--- src/rtl/cache_refill_arbiter.sv ---
// Two-port cache refill arbiter: grants one requester a BLOCKS-word memory read burst and
// steers returned words to it. Define CACHE_ARBITER_FIXED_PRIO_EN for fixed priority (requester 0).
module cache_refill_arbiter #(
    parameter int TAG_WIDTH   = 3,
    parameter int INDEX_WIDTH = 5,
    parameter int BLOCK_WIDTH = 2,
    parameter int DATA_WIDTH  = 32
) (
    input  logic                                     i_clock,
    input  logic                                     i_reset,
    input  logic                                     i_req0,
    input  logic [TAG_WIDTH-1:0]                     i_tag0,
    input  logic [INDEX_WIDTH-1:0]                   i_index0,
    output logic                                     o_gnt0,
    output logic                                     o_wr0,
    input  logic                                     i_req1,
    input  logic [TAG_WIDTH-1:0]                     i_tag1,
    input  logic [INDEX_WIDTH-1:0]                   i_index1,
    output logic                                     o_gnt1,
    output logic                                     o_wr1,
    output logic [BLOCK_WIDTH-1:0]                   o_block,
    output logic [DATA_WIDTH-1:0]                    o_data,
    output logic                                     o_mem_rd,
    output logic [TAG_WIDTH+INDEX_WIDTH+BLOCK_WIDTH-1:0] o_mem_addr,
    input  logic [DATA_WIDTH-1:0]                    i_mem_data,
    input  logic                                     i_mem_ready,
    output logic                                     o_busy
);

    localparam logic [BLOCK_WIDTH-1:0] LAST_BLOCK = '1;

    typedef enum logic [1:0] {
        IDLE    = 2'd0,
        BURST   = 2'd1,
        RELEASE = 2'd2
    } state_t;

    state_t                   state, state_next;
    logic                     owner, owner_next;
    logic [TAG_WIDTH-1:0]     tag_q, tag_next;
    logic [INDEX_WIDTH-1:0]   index_q, index_next;
    logic [BLOCK_WIDTH-1:0]   block_q, block_next;
    logic                     winner;

`ifdef CACHE_ARBITER_FIXED_PRIO_EN
    assign winner = ~i_req0;
`else
    logic rr_q, rr_next;

    // On a tie the rr pointer decides; it names the loser of the previous burst.
    assign winner = (i_req0 && i_req1) ? rr_q : i_req1;
`endif

    always_ff @(posedge i_clock) begin
        if (!i_reset) begin
            state   <= IDLE;
            owner   <= 1'b0;
            tag_q   <= '0;
            index_q <= '0;
            block_q <= '0;
`ifndef CACHE_ARBITER_FIXED_PRIO_EN
            rr_q    <= 1'b0;
`endif
        end else begin
            state   <= state_next;
            owner   <= owner_next;
            tag_q   <= tag_next;
            index_q <= index_next;
            block_q <= block_next;
`ifndef CACHE_ARBITER_FIXED_PRIO_EN
            rr_q    <= rr_next;
`endif
        end
    end

    always_comb begin
        state_next = state;
        owner_next = owner;
        tag_next   = tag_q;
        index_next = index_q;
        block_next = block_q;
`ifndef CACHE_ARBITER_FIXED_PRIO_EN
        rr_next    = rr_q;
`endif
        o_gnt0     = 1'b0;
        o_gnt1     = 1'b0;
        o_wr0      = 1'b0;
        o_wr1      = 1'b0;
        o_block    = '0;
        o_data     = '0;
        o_mem_rd   = 1'b0;
        o_mem_addr = '0;
        o_busy     = (state != IDLE);

        case (state)
            IDLE: begin
                if (i_req0 || i_req1) begin
                    owner_next = winner;
                    tag_next   = winner ? i_tag1 : i_tag0;
                    index_next = winner ? i_index1 : i_index0;
                    block_next = '0;
                    state_next = BURST;
                end
            end
            BURST: begin
                o_gnt0     = ~owner;
                o_gnt1     = owner;
                o_mem_rd   = 1'b1;
                o_mem_addr = {tag_q, index_q, block_q};
                // A stalled cycle simply repeats the same address.
                if (i_mem_ready) begin
                    o_wr0      = ~owner;
                    o_wr1      = owner;
                    o_data     = i_mem_data;
                    o_block    = block_q;
                    block_next = block_q + 1'b1;
                    if (block_q == LAST_BLOCK) begin
                        state_next = RELEASE;
                    end
                end
            end
            RELEASE: begin
`ifndef CACHE_ARBITER_FIXED_PRIO_EN
                rr_next    = ~owner;
`endif
                state_next = IDLE;
            end
            default: begin
                state_next = IDLE;
            end
        endcase
    end

endmodule
--- config.mk ---
export PLATFORM = sky130hd
export DESIGN_NAME = cache_refill_arbiter
export DESIGN_NICKNAME = d
export VERILOG_FILES = /design/src/rtl/cache_refill_arbiter.sv
export SDC_FILE = /design/constraint.sdc
export NUM_CORES = 1
export LEC_CHECK = 0
export ABC_AREA = 0
export BUFFER_PORTS_ARGS = -buffer_cell sky130_fd_sc_hd__buf_2
export CAP_MARGIN = 5
export CORE_UTILIZATION = 30
export DETAILED_ROUTE_END_ITERATION = 7
export PLACE_DENSITY = 0.75
export SLEW_MARGIN = 25
export SYNTH_ARGS = -nofsm -noshare
export SYNTH_HDL_FRONTEND = slang
export SYNTH_SLANG_ARGS = --single-unit
--- constraint.sdc ---
create_clock -name i_clock -period 2.3 [get_ports i_clock]
set_input_delay 0.23 -clock i_clock [delete_from_list [all_inputs] [get_ports i_clock]]
set_output_delay 0.23 -clock i_clock [all_outputs]
set_load 0.02 [all_outputs]
Word level (Yosys, flattened, before mapping)
Cells that the tools add are included.
{ "word_totals": {"in_bits": 53, "output_inout_bits": 50, "register_bits": 14, "wordCells": 44} }
{ "op_classes": {"n_reduce_logical": 8, "bitwise": 1, "eq_ne": 6, "n_addsub": 1, "mux": 22} }
{ "op_table": {"columns": ["op", "count"], "rows": [
  ["$mux 32", 2],
  ["$mux 2", 7],
  ["$mux 10", 1],
  ["$mux 1", 8],
  ["$pmux 2 s2", 2],
  ["$ne 2x2->1 const B", 3],
  ["$reduce_and 3->1", 2],
  ["$mux 5", 1],
  ["$eq 2x2->1 const B", 2],
  ["$reduce_bool 2->1", 2],
  ["$mux 3", 1],
  ["$add 2x1->2 const B", 1],
  ["$eq 2x1->1 const B", 1],
  ["$logic_not 2->1", 1],
  ["$reduce_and 2->1", 1],
  ["$logic_and 1x1->1", 1],
  ["$logic_or 1x1->1", 1],
  ["$not 1->1", 1]
]} }

Depth between registers and ports, before layout
{ "depth": {"depth_word": 4, "ltp_mapped": 5, "mapped_depth_nobuf": 4} }

Worst setup path after synthesis
OpenSTA, ideal clock, no wires.
{ "synth_path": {"kind": "reg-to-output", "start": "reg state[1]", "end": "out o_wr0", "arrival_time_ns": 1.133, "setup_slack_ns": 0.937, "path_buffers": 1, "stages_incl_launch_ff": 4, "t_required_ns": 2.070, "path_cell_list": "dfxtp_1 and3b_1 clkbuf_1 nor2b_1"} }
{ "synth_via": {"elab_chain_len": 2} }
{ "synth_rtl": {"columns": ["item", "line_no", "text"], "rows": [
  ["start, declared", "38", "state_t state, state_next;"],
  ["start signal, assigned", "65", "state <= state_next;"],
  ["$eq 2x1->1", "95", "case (state)"],
  ["$mux 1", "95", null],
  ["end, declared", "15", "output logic o_wr0,"]
]} }
Every way passes these cells.

Worst setup path in the final report
{ "layout_path": {"start": "reg state[0]", "end": "out o_gnt0"} }
{ "layout_via": {"elab_chain_len": 2} }
{ "layout_rtl": {"columns": ["item", "line_no", "text"], "rows": [
  ["$eq 2x1->1", "95", null],
  ["$mux 1", "95", null],
  ["end, declared", "14", "output logic o_gnt0,"]
]} }
Every way passes these cells.

==> flow_summary.json <==
{
  "clk_pin_slew_worst_paths_ps": 80,
  "outcome": "complete, no violations",
  "nets": 282,
  "detailed_place_hpwl_mm": 2.28,
  "worst_r2r_endpoint": "tag_q[1]",
  "tightest_slew_ps": 399,
  "avgViaCountPerCell": 4.49,
  "drt_wl_total_mm": 2.88,
  "ys.flop_type": "dfxtp_1",
  "syn_nets": 183,
  "layoutNonFillerInstCount": 272,
  "ys_ff_latch": 14,
  "synthArstFlopShare_pct": 0,
  "setup_ws_ps": 568,
  "core_area_sq_mm": 0.00336,
  "io_pins": 103,
  "drt_iter0_drc": 22,
  "syn_to_final_growth_pct": 52.7,
  "synth.most_common_cell": "and2_1",
  "whs_path_depth": 2,
  "clockBufferDepth": 2,
  "worstPathArrival_ps": 1500,
  "track_usage_pct": 14.8,
  "hp-start": "i_mem_ready",
  "r2r_slack_ps": 1030,
  "place_inst": 269,
  "maxCapViolations": 0,
  "clkLatencyLatePin_ps": 280,
  "reg2reg_depth": 3,
  "netlist_area_sq_mm": 0.00105,
  "setup_viol": 0,
  "seq_area_frac_synth_pct": 26.6,
  "ant_nets": 0,
  "antennaDiodeCount": 0,
  "r2r-start": "rr_q",
  "hold_path_end": "state[1]",
  "clock_sinks": 14,
  "drv_slew": 0,
  "ctsRootBufferMaster": "clkbuf_4",
  "ys_warn_count": 0,
  "final.setup_skew_ps": 2.18,
  "synth-edff-count": 0,
  "power.density_mw_per_mm2": 401,
  "pwr-share-clk_pct": 21.0,
  "final_util_pct": 47.8,
  "endpoint_kind": "primary output",
  "path_max_fanout": 9,
  "pre_cts_ws_ps": 858,
  "drc_errors": 0,
  "drive_gt1_share_pct": 52.2,
  "synth_common_cells": "46 x and2_1, 14 x dfxtp_1, 10 x a21boi_0",
  "setup.worst_path.start_class": "flop",
  "die_h_microns": 61.3,
  "slew_headroom_pct": 73.3,
  "cts_tree": "built",
  "grt_max_degree": 41,
  "ctsHtreeMaxLevel": 1,
  "grt_antenna_before_repair": 0,
  "p_switching_mw": 0.215,
  "vias": 1222,
  "p_int_mw": 0.431,
  "seqPwrFrac_pct": 41.8,
  "synth_top_area_share_pct": 27.3,
  "synth_area_per_cell_sq_um": 8.17,
  "yosys.area.top_type": "and2_1",
  "fp-row-count": 21,
  "grt_pass1_vias": 965,
  "die_w_microns": 61.3,
  "hold_path.class": "input pin to flop",
  "synth_cell_types": 25,
  "max_freq_mhz": 577,
  "wl_per_cell_microns": 10.6,
  "p_leak_nw": 0.946,
  "io_buffers": 102,
  "peakVddDrop_mv": 0.198,
  "drt_first_pass_iters": 4,
  "gp_congestion": 0.679,
  "cp.required_ps": 2070,
  "die_area_sq_mm": 0.00375,
  "worst-setup-path-type": "flop to primary output",
  "cts_made_buffers": 3,
  "switching_share_pct": 33.3,
  "rsz0062_at_grt": "no",
  "post-route-period-util_pct": 75.3,
  "post_cts_buffers": 0,
  "cts-resized-gates": 0,
  "setup_tns_ps": 0,
  "synth.area.top_cells": "and2_1 27%, dfxtp_1 27%, o311a_1 7.6%, a21boi_0 7.1%, o21bai_1 5.7%",
  "pwr-share-comb_pct": 37.2,
  "timing.final.hold_violations": 0,
  "period_minus_slack_ps": 1730,
  "grt-ovfl-total": 0,
  "grt_pass1_wl_mm": 4.15,
  "start_util_pct": 31.3,
  "hold_buffers": 0,
  "synthCells": 129
}
worst max path at each step:
| stage | start | endpoint | slack [ps] |
|---|---|---|---|
| 2_1_floorplan | state[1] | o_wr0 | 940 |
| 3_3_place_gp | state[0] | o_mem_addr[9] | 920 |
| 3_5_place_dp | state[0] | o_gnt0 | 860 |
| 4_1_cts | state[0] | o_gnt0 | 540 |
| 5_1_grt | state[0] | o_gnt0 | 420 |
| 6_report | state[0] | o_gnt0 | 570 |
stage by stage:
step	hold slack (ps)	area [sq um]	power, mW
5_1_grt	226	1610	0.691
3_5_place_dp	480	1590	0.519
6_report	232	1610	0.646
4_1_cts	227	1610	0.655
2_1_floorplan	371	1050	0.426
3_3_place_gp	473	1590	0.516
registers in the layout (all words and copies together), names as in the netlist:
name / flops
index_q: 5
tag_q: 3
block_q: 2
state: 2
owner: 1
rr_q: 1
cells by family after synthesis:
kind of cell,count (synthesis),synth area share (%)
AO/OA/AOI/OAI,31,24.1
adder cells (fa/ha/maj),1,1.19
flip-flops,14,26.6
buffers and inverters,11,5.11
AND/OR/NAND/NOR,72,43.0
power groups by stage:
stage | Sequential, mW | Combinational (mW) | Clock [mW]
after global routing | 0.273 | 0.266 | 0.152
final | 0.270 | 0.240 | 0.136
after floorplan | 0.273 | 0.153 | 0
after CTS | 0.271 | 0.243 | 0.141
after detailed placement | 0.276 | 0.243 | 0
after global placement | 0.276 | 0.240 | 0
layer usage:
| metal | wire length, microns | part of all wire, % | vias up | global-route usage, % |
|---|---|---|---|---|
| met5 | 0 | 0 | - | 0 |
| met4 | 31 | 1.1 | 0 | 7.14 |
| met3 | 178 | 6.2 | 5 | 3.78 |
| met2 | 1450 | 50 | 35 | 26.7 |
| met1 | 1210 | 42 | 542 | 16.0 |
| li1 | - | - | 640 | - |
area by class of cell:
type / count / area (sq um)
sequential: 14 / 280
clock buffer: 3 / 22.5
multi-input combinational: 104 / 719
timing repair buffer: 104 / 526
inverter: 1 / 3.75
fill: 373 / 1750
tap: 46 / 57.6
placed cells by master, fill, tap and decap left out, drive strengths merged:
cell | synthesis | layout
a21boi | 10 | 10
o211a | 1 | 1
nand3b | 1 | 1
nor2 | 3 | 3
nand2b | 1 | 1
o21bai | 8 | 8
clkbuf | 5 | 3
nor2b | 4 | 4
and2 | 46 | 46
o311a | 8 | 8
and3 | 8 | 8
and3b | 1 | 1
and4 | 1 | 1
buf | 5 | 104
o21ai | 2 | 2
nand2 | 5 | 5
nand3 | 2 | 2
inv | 1 | 1
dfxtp | 14 | 14
o31ai | 2 | 2
ha | 1 | 1
critical path, stage by stage (launching register included):
cell and delay [ps]:
dfxtp_1 360, nor2b_1 340, buf_4 230, nor2b_1 130
buf_2 170
Power figures use the tool's default switching activity.
